### src/rtl/macc_dot_sequencer.sv
// Operand sequencer and result FIFO around a free-running unsigned multiply-accumulate DSP.
// Build macro MACC_DOT_SAT_EN: saturate m_z to OUT_W bits and flag m_sat (default: truncate, m_sat=0).
module macc_dot_sequencer #(
   parameter int DSP_LAT    = 1,
   parameter int FIFO_DEPTH = 4,
   parameter int OUT_W      = 32,
   parameter int CNT_W      = 16
) (
   input  logic             clk,
   input  logic             lreset,
   input  logic             s_valid,
   output logic             s_ready,
   input  logic [19:0]      s_a,
   input  logic [17:0]      s_b,
   input  logic             s_last,
   output logic [19:0]      dsp_a,
   output logic [17:0]      dsp_b,
   output logic             dsp_load_acc,
   input  logic [37:0]      dsp_z,
   output logic             m_valid,
   input  logic             m_ready,
   output logic [OUT_W-1:0] m_z,
   output logic [CNT_W-1:0] m_terms,
   output logic             m_sat
);

   localparam int PIPE_N = DSP_LAT + 1;
   localparam int AW     = $clog2(FIFO_DEPTH);
   localparam int CW     = $clog2(FIFO_DEPTH + PIPE_N + 1);

   localparam logic [0:0] ST_IDLE  = 1'b0;
   localparam logic [0:0] ST_ACCUM = 1'b1;

   function automatic logic [CNT_W-1:0] cnt_inc(input logic [CNT_W-1:0] c);
      return (&c) ? c : c + CNT_W'(1);
   endfunction

`ifdef MACC_DOT_SAT_EN
   // Returns {sat, value}; anything at or above 2**OUT_W clamps to all-ones.
   function automatic logic [OUT_W:0] shape_z(input logic [37:0] z);
      if ((z >> OUT_W) != 38'd0)
         return {1'b1, {OUT_W{1'b1}}};
      return {1'b0, z[OUT_W-1:0]};
   endfunction
`else
   function automatic logic [OUT_W:0] shape_z(input logic [37:0] z);
      return {1'b0, z[OUT_W-1:0]};
   endfunction

   if (OUT_W < 38) begin : g_trunc
      logic w_unused_hi;
      assign w_unused_hi = ^dsp_z[37:OUT_W];
   end
`endif

   logic [0:0]        r_state;
   logic [CNT_W-1:0]  r_cnt;
   logic [19:0]       r_dsp_a;
   logic [17:0]       r_dsp_b;
   logic              r_dsp_load;
   logic [PIPE_N-1:0] r_pipe_last;
   logic [CNT_W-1:0]  r_pipe_cnt [PIPE_N];
   logic [OUT_W-1:0]  r_mem_z [FIFO_DEPTH];
   logic [CNT_W-1:0]  r_mem_terms [FIFO_DEPTH];
   logic              r_mem_sat [FIFO_DEPTH];
   logic [AW-1:0]     r_wr_ptr;
   logic [AW-1:0]     r_rd_ptr;
   logic [AW:0]       r_fifo_cnt;

   logic              w_accept;
   logic              w_push;
   logic              w_pop;
   logic [CNT_W-1:0]  w_cnt_next;
   logic [CW-1:0]     w_inflight;
   logic [CW-1:0]     w_used;
   logic [OUT_W:0]    w_shaped;

   // Credits cover both queued results and frame ends still travelling down the DSP pipe.
   always_comb begin
      w_inflight = '0;
      for (int i = 0; i < PIPE_N; i++)
         w_inflight = w_inflight + CW'(r_pipe_last[i]);
   end

   assign w_used     = CW'(r_fifo_cnt) + w_inflight;
   assign s_ready    = (w_used < CW'(FIFO_DEPTH));
   assign w_accept   = s_valid & s_ready;
   assign w_cnt_next = (r_state == ST_IDLE) ? CNT_W'(1) : cnt_inc(r_cnt);

   always_ff @(posedge clk or negedge lreset) begin
      if (!lreset) begin
         r_state <= ST_IDLE;
         r_cnt   <= '0;
      end else if (w_accept) begin
         r_state <= s_last ? ST_IDLE : ST_ACCUM;
         r_cnt   <= w_cnt_next;
      end
   end

   // Idle cycles feed 0*0 with load_acc=1 so the DSP accumulator simply holds.
   always_ff @(posedge clk or negedge lreset) begin
      if (!lreset) begin
         r_dsp_a    <= '0;
         r_dsp_b    <= '0;
         r_dsp_load <= 1'b0;
      end else if (w_accept) begin
         r_dsp_a    <= s_a;
         r_dsp_b    <= s_b;
         r_dsp_load <= (r_state == ST_ACCUM);
      end else begin
         r_dsp_a    <= '0;
         r_dsp_b    <= '0;
         r_dsp_load <= 1'b1;
      end
   end

   assign dsp_a        = r_dsp_a;
   assign dsp_b        = r_dsp_b;
   assign dsp_load_acc = r_dsp_load;

   always_ff @(posedge clk or negedge lreset) begin
      if (!lreset) begin
         r_pipe_last <= '0;
      end else begin
         r_pipe_last[0] <= w_accept & s_last;
         for (int i = 1; i < PIPE_N; i++)
            r_pipe_last[i] <= r_pipe_last[i-1];
      end
   end

   always_ff @(posedge clk) begin
      r_pipe_cnt[0] <= w_cnt_next;
      for (int i = 1; i < PIPE_N; i++)
         r_pipe_cnt[i] <= r_pipe_cnt[i-1];
   end

   // A frame end leaving the pipe lines up with dsp_z holding that frame's full sum.
   assign w_push   = r_pipe_last[PIPE_N-1];
   assign w_pop    = m_valid & m_ready;
   assign w_shaped = shape_z(dsp_z);

   always_ff @(posedge clk) begin
      if (w_push) begin
         r_mem_z[r_wr_ptr]     <= w_shaped[OUT_W-1:0];
         r_mem_sat[r_wr_ptr]   <= w_shaped[OUT_W];
         r_mem_terms[r_wr_ptr] <= r_pipe_cnt[PIPE_N-1];
      end
   end

   always_ff @(posedge clk or negedge lreset) begin
      if (!lreset) begin
         r_wr_ptr   <= '0;
         r_rd_ptr   <= '0;
         r_fifo_cnt <= '0;
      end else begin
         if (w_push)
            r_wr_ptr <= r_wr_ptr + AW'(1);
         if (w_pop)
            r_rd_ptr <= r_rd_ptr + AW'(1);
         case ({w_push, w_pop})
            2'b10:   r_fifo_cnt <= r_fifo_cnt + (AW+1)'(1);
            2'b01:   r_fifo_cnt <= r_fifo_cnt - (AW+1)'(1);
            default: r_fifo_cnt <= r_fifo_cnt;
         endcase
      end
   end

   assign m_valid = (r_fifo_cnt != '0);
   assign m_z     = r_mem_z[r_rd_ptr];
   assign m_terms = r_mem_terms[r_rd_ptr];
   assign m_sat   = r_mem_sat[r_rd_ptr];

endmodule

### config.mk
export PLATFORM = sky130hd
export DESIGN_NAME = macc_dot_sequencer
export DESIGN_NICKNAME = d
export VERILOG_FILES = /design/src/rtl/macc_dot_sequencer.sv
export SDC_FILE = /design/constraint.sdc
export NUM_CORES = 1
export LEC_CHECK = 0
export CAP_MARGIN = 10
export CORE_MARGIN = 2
export CORE_UTILIZATION = 60
export CTS_BUF_LIST = sky130_fd_sc_hd__clkbuf_2 sky130_fd_sc_hd__clkbuf_4 sky130_fd_sc_hd__clkbuf_8
export CTS_CLUSTER_SIZE = 30
export DETAILED_ROUTE_END_ITERATION = 8
export PLACE_DENSITY_LB_ADDON = 0.15
export SETUP_SLACK_MARGIN = 0.05
export SYNTH_ARGS = -nofsm -noshare
export SYNTH_HDL_FRONTEND = slang
export SYNTH_SLANG_ARGS = --single-unit
### constraint.sdc
create_clock -name clk -period 4.6 [get_ports clk]
set_input_delay 0.92 -clock clk [delete_from_list [all_inputs] [get_ports clk]]
set_output_delay 0.92 -clock clk [all_outputs]
set_load 0.005 [all_outputs]
==> results.md, run 1 <==
* Critical path class: flop to output port
* Layout cells sized above 1 at 18.2%
* Highest metal used: met4
* Routed len/inst at 18.8 um
* Number of primary I/O pins at 171
* Mapped cell area at between 10000 and 15000 um^2
* Max-slew violations at 0
* Worst endpoint required time at 3680 ps
* Fin crit period at 3670 ps
* Final ANT Viol Nets at 0
* Pint at 0.00562 W
* Via density at 5.65
* Htree depth at 2
* Gate count after technology mapping at 592
* Post-Syn Nets at around 680
* Max-Cap Viols at 0
* Main area contributors after synthesis: edfxtp_1 (54%), dfrtp_1 (15%), mux4_2 (10%), dfxtp_1 (6.0%), and2_1 (2.6%)
* Final core occ at 77.5%
* RSZ-0062 raised after global routing: no
* Port buffer count at 163
* Clk_lat worst skew at 540 ps
* F_max at 272 MHz
* Sequential fraction of the synthesis area at ~75%
* Post-CTS Setup Inserts at 0
* Gpl congestion at 0.809
* Setup TNS at 0 ps
* Met3 WL at 1600 um
* Grt total ovfl at 0
* Avg Cell Area, Syn at 18.1 um^2
* Hold-fix buffers at CTS at 0
* Sw power at slightly above 0.002 W
* 1st-pass router iterations at 5
* Detailed-route DRC error count at 0
* Top cell type's share of synthesized area at between 50% and 60%
* Status: finished clean
* Ant. Diodes at 0
* Hold depth at 0
* Commonest cells in the netlist: edfxtp_1 (192), dfrtp_1 (65), mux4_2 (48)
* Clock Path Buffers at 3
* Leakage at 4.84 nW
* Area after DPL at 12500 um^2
* Period utilization at 79.8%
* DIE WIDTH at 138 um
* Worst Tran Pin Value at 1020 ps
* Clk pwr share at between 20% and 30%
* Die H at 138 um
* Startpoint types: flop
* CP endpoint kind: output port
* Ys Warns at 0
* CTS sink cnt at 289
* Register share of total power at between 40% and 50%
* Vias at 5839
* Total track usage at 21.2%
* Cell Rows at 48
* Met1 WL at between 7000 and 8000 um
* Clock buffer count from CTS at 43
* Peak VDD IR at between 0.3 and 0.4 mV
* Finish-stage setup viols at 0
* Yosys cell types at 54
* Hold Fails Final Rpt at 0
* Combinational power share at 24.9%
* DP Wirelength at 11700 um
* Cell taking the most area after synthesis: edfxtp_1
* Initial antenna violation count at 0
* Power Density at 571 nW/um^2
* Fin nets at 864
* Clk slew on worst S/H paths at 60 ps
* Die area at approximately 19000 um^2
* Top_reg_cell synth: edfxtp_1
* Core footprint at 17400 um^2
* Slew HR at 31.6%
* FF-to-FF path depth at 5
* Type of the tightest min-delay check: flop to flop
* Sw Ratio at 26.9%
* Initial Utilization at around 60%
* Area growth from synthesis to layout at 25.6%
* DRT Wirelength at between 15000 and 20000 um
* CTS tree: built
* Worst-path fanout max at 50
* Largest net degree at the start of global routing at 56
* Share of flip-flops with an asynchronous set or reset at 22.5%
* First-pass GRT wire length at 30300 um
* Worst endpoint data arrival time at 2750 ps
* Cts repair resizes at 0
* Vias in the first global route at 5977
* Final Cell Area at 13500 um^2
* #FFs+latches synth at 289
* WL met2 at around 9800 um
* Initial DRC Count at about 440
* Worst Clk Skew at 16.0 ps
* Count leader, synth: edfxtp_1
* Root Driver: clkbuf_8
* Post-synth EDFFs at between 150 and 200
-- final timing paths --
check / endpoint / start / slack (ps)
max in group asynchronous: dsp_a[9]$_DFF_PN0_ / lreset / 3210
min reg2reg: r_pipe_cnt[0][22]$_DFF_P_ / r_pipe_cnt[0][6]$_DFF_P_ / 320
min: r_pipe_cnt[0][22]$_DFF_P_ / r_pipe_cnt[0][6]$_DFF_P_ / 320
max reg2reg: r_cnt[9]$_DFFE_PN0N_ / r_cnt[0]$_DFFE_PN0N_ / 2200
min in group asynchronous: r_cnt[0]$_DFFE_PN0N_ / lreset / 490
max: m_terms[8] / r_rd_ptr[0]$_DFFE_PN0P_ / 930
-- cell type report --
type | count | area (um^2)
Clock buffer | 66 | 821
Clock inverter | 13 | 86.3
Fill cell | 985 | 3910
Inverter | 9 | 33.8
Multi-Input combinational cell | 260 | 2500
Sequential cell | 289 | 8040
Tap cell | 225 | 282
Timing Repair Buffer | 172 | 1690
-- flip-flops by register name, summed over array words and instances (netlist names) --
signal,count
r_wr_ptr,2
dsp_load_acc,1
dsp_a,20
r_state,1
r_mem_z,128
r_fifo_cnt,3
r_pipe_cnt,32
dsp_b,18
r_pipe_last,2
r_cnt,16
r_rd_ptr,2
r_mem_terms,64
-- critical path, stage by stage, from the launching register on --
cell	delay (ps)
dfrtp_4	1090
mux4_2	640
clkdlybuf4s50_1	470
-- cells in the final DEF (no fill, tap or decap), types with 5 or more instances in the layout --
master | synthesis | layout
clkbuf_8 | 0 | 52
nor2_1 | 5 | 5
nand3_1 | 13 | 13
clkdlybuf4s50_1 | 0 | 162
o211ai_1 | 7 | 7
mux4_2 | 48 | 48
or4_1 | 6 | 6
or3_1 | 9 | 9
o21ai_0 | 9 | 9
nand2_1 | 20 | 20
inv_1 | 9 | 9
buf_4 | 2 | 9
nand4_1 | 5 | 5
a21oi_1 | 22 | 22
dfxtp_1 | 32 | 32
and3_1 | 5 | 5
edfxtp_1 | 192 | 192
xnor2_1 | 5 | 5
nand2b_1 | 6 | 6
clkbuf_4 | 0 | 14
dfrtp_1 | 65 | 63
clkinv_1 | 0 | 8
nor3_1 | 6 | 6
and2_1 | 44 | 40
ha_1 | 7 | 7
-- logic make-up (layout without fill, tap and decap cells) --
| logic type | Yosys count | after routing | share of synthesized area (%) |
|---|---|---|---|
| buffers and inverters | 43 | 260 | 1.80 |
| other | 1 | 1 | 0.0350 |
| and+or+nand+nor | 132 | 132 | 7.43 |
| xor gates and xnor gates | 9 | 9 | 0.736 |
| DFF | 289 | 289 | 75.0 |
| AOI/OAI and AO/OA | 61 | 61 | 3.81 |
| muxes | 49 | 49 | 10.2 |
| adders and majority gates | 8 | 8 | 1.00 |
-- per-stage QoR --
stage / setup slack (ps) / cells / total power (W) / hold WS [ps]
2_1_floorplan: 2270 / 592 / 0.00465 / 310
3_3_place_gp: 1390 / 955 / 0.00557 / 312
3_5_place_dp: 1400 / 955 / 0.00566 / 313
4_1_cts: 810 / 1034 / 0.00778 / 321
5_1_grt: 730 / 1034 / 0.00808 / 331
6_report: 930 / 1034 / 0.00768 / 322
-- power groups by stage --
stage	Combinational [W]	Sequential, W	Clock, W
floorplan	0.00122	0.00342	0
global placement	0.00188	0.00369	0
detailed placement	0.00194	0.00373	0
CTS	0.00194	0.00368	0.00216
global route	0.00208	0.00374	0.00226
finish	0.00192	0.00367	0.00210
-- metal layers --
metal	vias to the layer above	track usage (%)
met5	-	0
met1	2918	27.2
met3	28	5.67
li1	2661	-
met4	0	7.85
met2	232	35.0
Note: power is estimated with default switching activity, not from simulation.
==> inputs of run 2 (changes only) <==
--- a/config.mk
+++ b/config.mk
@@ -7,7 +7,7 @@
 export LEC_CHECK = 0
 export CAP_MARGIN = 10
 export CORE_MARGIN = 2
-export CORE_UTILIZATION = 60
+export CORE_UTILIZATION = 50
 export CTS_BUF_LIST = sky130_fd_sc_hd__clkbuf_2 sky130_fd_sc_hd__clkbuf_4 sky130_fd_sc_hd__clkbuf_8
 export CTS_CLUSTER_SIZE = 30
 export DETAILED_ROUTE_END_ITERATION = 8
==> constraint.sdc (replaced) <==
create_clock -name clk -period 3 [get_ports clk]
set_input_delay 0.6 -clock clk [delete_from_list [all_inputs] [get_ports clk]]
set_output_delay 0.6 -clock clk [all_outputs]
set_load 0.005 [all_outputs]
==> run 2 against run 1 <==
Against the previous run: register-to-register slack lost 1400 ps; sequential power grew 46%; sequential share of layout area shrank 1.5 points; combinational power grew 76%; critical path depth grew 2; routed wire length grew 2.0%; critical path type unchanged; critical endpoint is now m_terms[15]; highest routed layer unchanged.
==> results.md, run 2 (synthesis results as in run 1) <==
* Clock Path Buffers at 3
* Initial antenna violation count at 0
* Initial Utilization at 50.9%
* Final ANT Viol Nets at 0
* Vias at about 6k
* Setup TNS at 0 ps
* Power Density at 888 nW/um^2
* Setup ws final at 135 ps
* Slew HR at 49.1%
* Number of primary I/O pins at 171
* F_max at 349 MHz
* 1st-pass router iterations at 4
* Period utilization at 95.5%
* CTS tree: built
* Peak VDD IR at 0.419 mV
* Post-Place Setup Slack at slightly below 400 ps
* Total track usage at 18.3%
* Layout cells sized above 1 at 20.6%
* Gpl congestion at 0.835
* Clock buffer count from CTS at 45
* Fin nets at 883
* Worst Clk Skew at 13.0 ps
* Port buffer count at approximately 160
* Fin crit period at ~2900 ps
* Largest regs: r_mem_z x128, r_mem_terms x64, r_pipe_cnt x32
* # fillers at approximately 1.5k
* First-pass GRT wire length at 32100 um
* Critical path class: flop to output port
* Max reg flops at 128
* Initial DRC Count at around 270
* Core footprint at between 20000 and 25000 um^2
* DIE WIDTH at 150 um
* Die H at 150 um
* Final core occ at 65.6%
* CTS sink cnt at between 200 and 300
* Routed len/inst at 17.9 um
* Detailed-route DRC error count at 0
* Root Driver: clkbuf_8
* CP endpoint kind: output port
* Finish-stage setup viols at 0
* Cell Rows at 53
* Htree depth at 2
* Most frequent cells in the layout: edfxtp_1 (192), clkdlybuf4s50_1 (155), dfrtp_1 (63), clkbuf_8 (52), mux4_2 (48)
* RSZ-0062 raised after global routing: yes
* Max-slew violations at 0
* Worst endpoint required time at 2400 ps
* Clk slew on worst S/H paths at 70 ps
* Hold Fails Final Rpt at 0
* Die area at 22600 um^2
* Vias in the first global route at 6303
* Commonest non-fill, non-tap cell in the layout: edfxtp_1
* Leakage at between 5 and 6 nW
* Clk_lat worst skew at 550 ps
* Top reg by flops: r_mem_z
* Worst Tran Pin Value at 762 ps
* Startpoint types: flop
* Area growth from synthesis to layout at 28.8%
* Ant. Diodes at 0
* Grt total ovfl at 0
* Type of the tightest min-delay check: input pin to async pin
* Largest net degree at the start of global routing at 49
* DP Wirelength at 12400 um
* Via density at roughly 5.3
* Max-Cap Viols at 0
* Status: finished clean
* Area of the multi-input gates at 2500 um^2
* Worst endpoint data arrival time at around 2300 ps
* Register area at 8040 um^2
* Worst-path fanout max at 5
* DRT Wirelength at 19800 um
[run 2: cell types whose count changed in the layout (fill, tap and decap cells not counted), sizes merged]
| cell | change |
|---|---|
| dlymetal6s2s | +5 |
| clkinvlp | +1 |
| clkbuf | +3 |
| inv | +1 |
| clkdlybuf4s50 | -7 |
| clkinv | -2 |
| dlygate4sd2 | +2 |
| buf | +17 |
| bufinv | +2 |
[run 2: final timing paths]
kind / start / endpoint / slack, ps / cells past startpoint
worst max-delay path: r_rd_ptr[0]$_DFFE_PN0P_ / m_terms[15] / 140 / 4
worst min-delay path: lreset / r_cnt[10]$_DFFE_PN0N_ / 100 / 1
worst max register to register: r_fifo_cnt[0]$_DFFE_PN0P_ / r_cnt[5]$_DFFE_PN0N_ / 840 / 6
worst min register to register: r_pipe_cnt[0][4]$_DFF_P_ / r_pipe_cnt[0][20]$_DFF_P_ / 330 / 0
max in group asynchronous: lreset / dsp_a[5]$_DFF_PN0_ / 2170 / 2
min in group clk: r_pipe_cnt[0][4]$_DFF_P_ / r_pipe_cnt[0][20]$_DFF_P_ / 330 / 0
[run 2: critical path: stages (launching register included)]
cell	delay, ps
dfrtp_4	530
buf_12	150
buf_4	140
mux4_2	410
clkdlybuf4s50_1	490
[run 2: stage by stage]
| step | hold slack, ps | power (W) | instances | instance area [um^2] |
|---|---|---|---|---|
| finish | 102 | 0.0123 | 1106 | 13800 |
| global route | 116 | 0.0129 | 1106 | 13800 |
| CTS | 78.6 | 0.0125 | 1106 | 13800 |
| detailed placement | 313 | 0.00881 | 1016 | 12700 |
| global placement | 312 | 0.00870 | 1016 | 12700 |
| floorplan | 304 | 0.00712 | 592 | 10700 |
[run 2: area by class of cell]
class | instances | area share [%]
sequential | 289 | 58.2
multi-input combinational | 260 | 18.1
timing repair buffer | 189 | 13.7
clock buffer | 69 | 6.11
tap | 275 | 2.49
clock inverter | 15 | 1.12
inverter | 9 | 0.245
[run 2: timing repair]
action                                  in CTS  in global routing
hold buffers                                 0                  0
setup buffers                                6                  0
gates resized for setup                      3                  6
endpoints found under the setup margin      34                 18
endpoints found under the hold margin        0                  0
[run 2: where the power goes]
group / switching (W) / internal (W)
logic: 0.00140 / 0.00198
clock network: 0.00146 / 0.00206
registers: 0.000411 / 0.00495
total: 0.00327 / 0.00899
[run 2: metal layers]
layer	vias up	routed length [um]	part of all wire [%]	track usage [%]
li1	2714	-	-	-
met1	2939	8140	41	23.4
met2	193	9950	50	30.8
met3	30	1430	7.2	5.18
met4	0	326	1.6	5.47
met5	-	0	0	0
==> inputs of run 3 (changes only) <==
--- a/config.mk
+++ b/config.mk
@@ -7,12 +7,13 @@
 export LEC_CHECK = 0
 export CAP_MARGIN = 10
 export CORE_MARGIN = 2
-export CORE_UTILIZATION = 50
+export CORE_UTILIZATION = 60
 export CTS_BUF_LIST = sky130_fd_sc_hd__clkbuf_2 sky130_fd_sc_hd__clkbuf_4 sky130_fd_sc_hd__clkbuf_8
 export CTS_CLUSTER_SIZE = 30
 export DETAILED_ROUTE_END_ITERATION = 8
 export PLACE_DENSITY_LB_ADDON = 0.15
 export SETUP_SLACK_MARGIN = 0.05
+export SLEW_MARGIN = 20
 export SYNTH_ARGS = -nofsm -noshare
 export SYNTH_HDL_FRONTEND = slang
 export SYNTH_SLANG_ARGS = --single-unit
==> constraint.sdc (replaced) <==
create_clock -name clk -period 3.64 [get_ports clk]
set_input_delay 0.728 -clock clk [delete_from_list [all_inputs] [get_ports clk]]
set_output_delay 0.728 -clock clk [all_outputs]
set_load 0.005 [all_outputs]
==> run 3 against run 2 <==
Against the previous run: sequential share of layout area rose by 1.6 points; largest power group unchanged; register-to-register slack improved by 450 ps; flip-flop and latch count did not move; via count fell by 1.2%; critical endpoint is now m_z[2]; clock skew rose by 6.7 ps; core utilization rose by 12 points; critical path depth fell by 1; final cell count fell by 6.9%.
==> results.md, run 3 (synthesis results as in run 1) <==
* Initial Utilization at 61.7%
* DRT Wirelength at 19200 um
* WL met2 at 10000 um
* Post-CTS Setup Inserts at 0
* CP endpoint kind: output port
* Max reg flops at 128
* Critical path class: flop to output port
* Clk_lat worst skew at 530 ps
* Htree depth at 2
* Finish-stage setup viols at 0
* Routed len/inst at 18.7 um
* Met1 WL at about 7500 um
* Status: finished clean
* Gpl congestion at 0.826
* Power Density at 719 nW/um^2
* Area after DPL at ~13000 um^2
* Vias in the first global route at 6001
* Hold-fix buffers at CTS at 0
* Commonest non-fill, non-tap cell in the layout: edfxtp_1
* Clock Path Buffers at 3
* Initial DRC Count at 456
* Detailed-route DRC error count at 0
* CTS sink cnt at 289
* Largest net degree at the start of global routing at 56
* DIE WIDTH at 138 um
* Top reg by flops: r_mem_z
* Met3 WL at between 1000 and 1500 um
* # fillers at 1002
* Largest regs: r_mem_z x128, r_mem_terms x64, r_pipe_cnt x32
* Most frequent cells in the layout: edfxtp_1 (192), clkdlybuf4s50_1 (162), dfrtp_1 (63), mux4_2 (48), clkbuf_8 (48)
* Slowest stage delay, CP at just over 800 ps
* Worst-path fanout max at 30
* F_max at 294 MHz
* Type of the tightest min-delay check: input pin to async pin
* FF-to-FF path depth at 5
* Setup TNS at 0 ps
* Leakage at 4.84 nW
* Worst-path cell chain: buf_12 > mux4_2 > clkdlybuf4s50_1
* Area growth from synthesis to layout at 25.4%
* Port buffer count at 163
* Placed cell count at 955
* CP max-delay cell: dfrtp_4
* Worst Clk Skew at just under 20 ps
* Startpoint types: flop
* Vias at 5807
* Total track usage at 20.8%
* 1st-pass router iterations at 5
* Max-slew violations at 0
* Ant. Diodes at 0
* Register area at approximately 8000 um^2
* Initial antenna violation count at 0
* Cell Rows at 48
* Final ANT Viol Nets at 0
* FF-to-FF Start: r_cnt[0]$_DFFE_PN0N_
* Hold Fails Final Rpt at 0
* Worst Tran Pin Value at approximately 1000 ps
* CTS tree: built
* Die H at 138 um
* Final Cell Area at 13400 um^2
* Fin crit period at between 3000 and 4000 ps
* Period utilization at slightly above 90%
* Layout cells sized above 1 at 18.4%
* Fin nets at 865
* Worst endpoint data arrival time at 2680 ps
* Worst hold slack at about 240 ps
* Worst endpoint required time at about 2900 ps
* Cts repair resizes at 0
* Clk slew on worst S/H paths at 60 ps
* Core footprint at between 15000 and 20000 um^2
* Die area at 18900 um^2
* Reg2reg end: r_cnt[9]$_DFFE_PN0N_
* R2R Setup Slk at 1290 ps
* DP Wirelength at around 12000 um
* RSZ-0062 raised after global routing: no
* Slew HR at 32.9%
* Grt total ovfl at 0
* Final Non-Filler Cells at about 1.0k
* Via density at roughly 5.6
* Root Driver: clkbuf_8
* First-pass GRT wire length at 29900 um
* Max-Cap Viols at 0
* Peak VDD IR at 0.398 mV
* Highest metal used: met4
* Number of primary I/O pins at 171
* Area of the multi-input gates at 2500 um^2
* Clock buffer count from CTS at 44
* Final core occ at 77.4%
==> run 3: area by class of cell <==
class                      instances  area share (%)
timing repair buffer             172            12.8
clock buffer                      68            6.03
multi-input combinational        260            18.6
tap                              225            2.10
sequential                       289            59.8
clock inverter                     7           0.419
inverter                           9           0.251
==> run 3: report_power, final <==
group | switching, W | internal, W
sequential | 0.000419 | 0.00408
clock | 0.00111 | 0.00148
combinational | 0.00105 | 0.00153
total | 0.00258 | 0.00709
==> run 3: worst max path at each step <==
| stage | end | cells after the start | startpoint |
|---|---|---|---|
| floorplan | r_mem_terms[2][0]$_DFFE_PP_ | 3 | r_wr_ptr[0]$_DFFE_PN0P_ |
| global placement | m_z[1] | 3 | r_rd_ptr[0]$_DFFE_PN0P_ |
| detailed placement | m_z[2] | 3 | r_rd_ptr[0]$_DFFE_PN0P_ |
| CTS | m_z[2] | 3 | r_rd_ptr[0]$_DFFE_PN0P_ |
| global route | m_z[2] | 3 | r_rd_ptr[0]$_DFFE_PN0P_ |
| finish | m_z[2] | 3 | r_rd_ptr[0]$_DFFE_PN0P_ |
==> run 3: critical path, delay by kind of cell (launching register included) <==
family	cells	cell delay [ps]
buffers and inverters	2	760
flip-flops	1	820
multiplexers	1	550
==> run 3: metal layers <==
metal	GRT usage, %	vias up
li1	-	2670
met1	25.7	2919
met2	35.8	197
met3	5.41	21
met4	7.45	0
met5	0	-
==> run 3: per-stage QoR <==
stage	power [W]	worst slack (ps)
after floorplan	0.00587	1470
after global placement	0.00707	743
after detailed placement	0.00719	720
after CTS	0.00979	135
after global routing	0.0102	61.7
final	0.00967	234
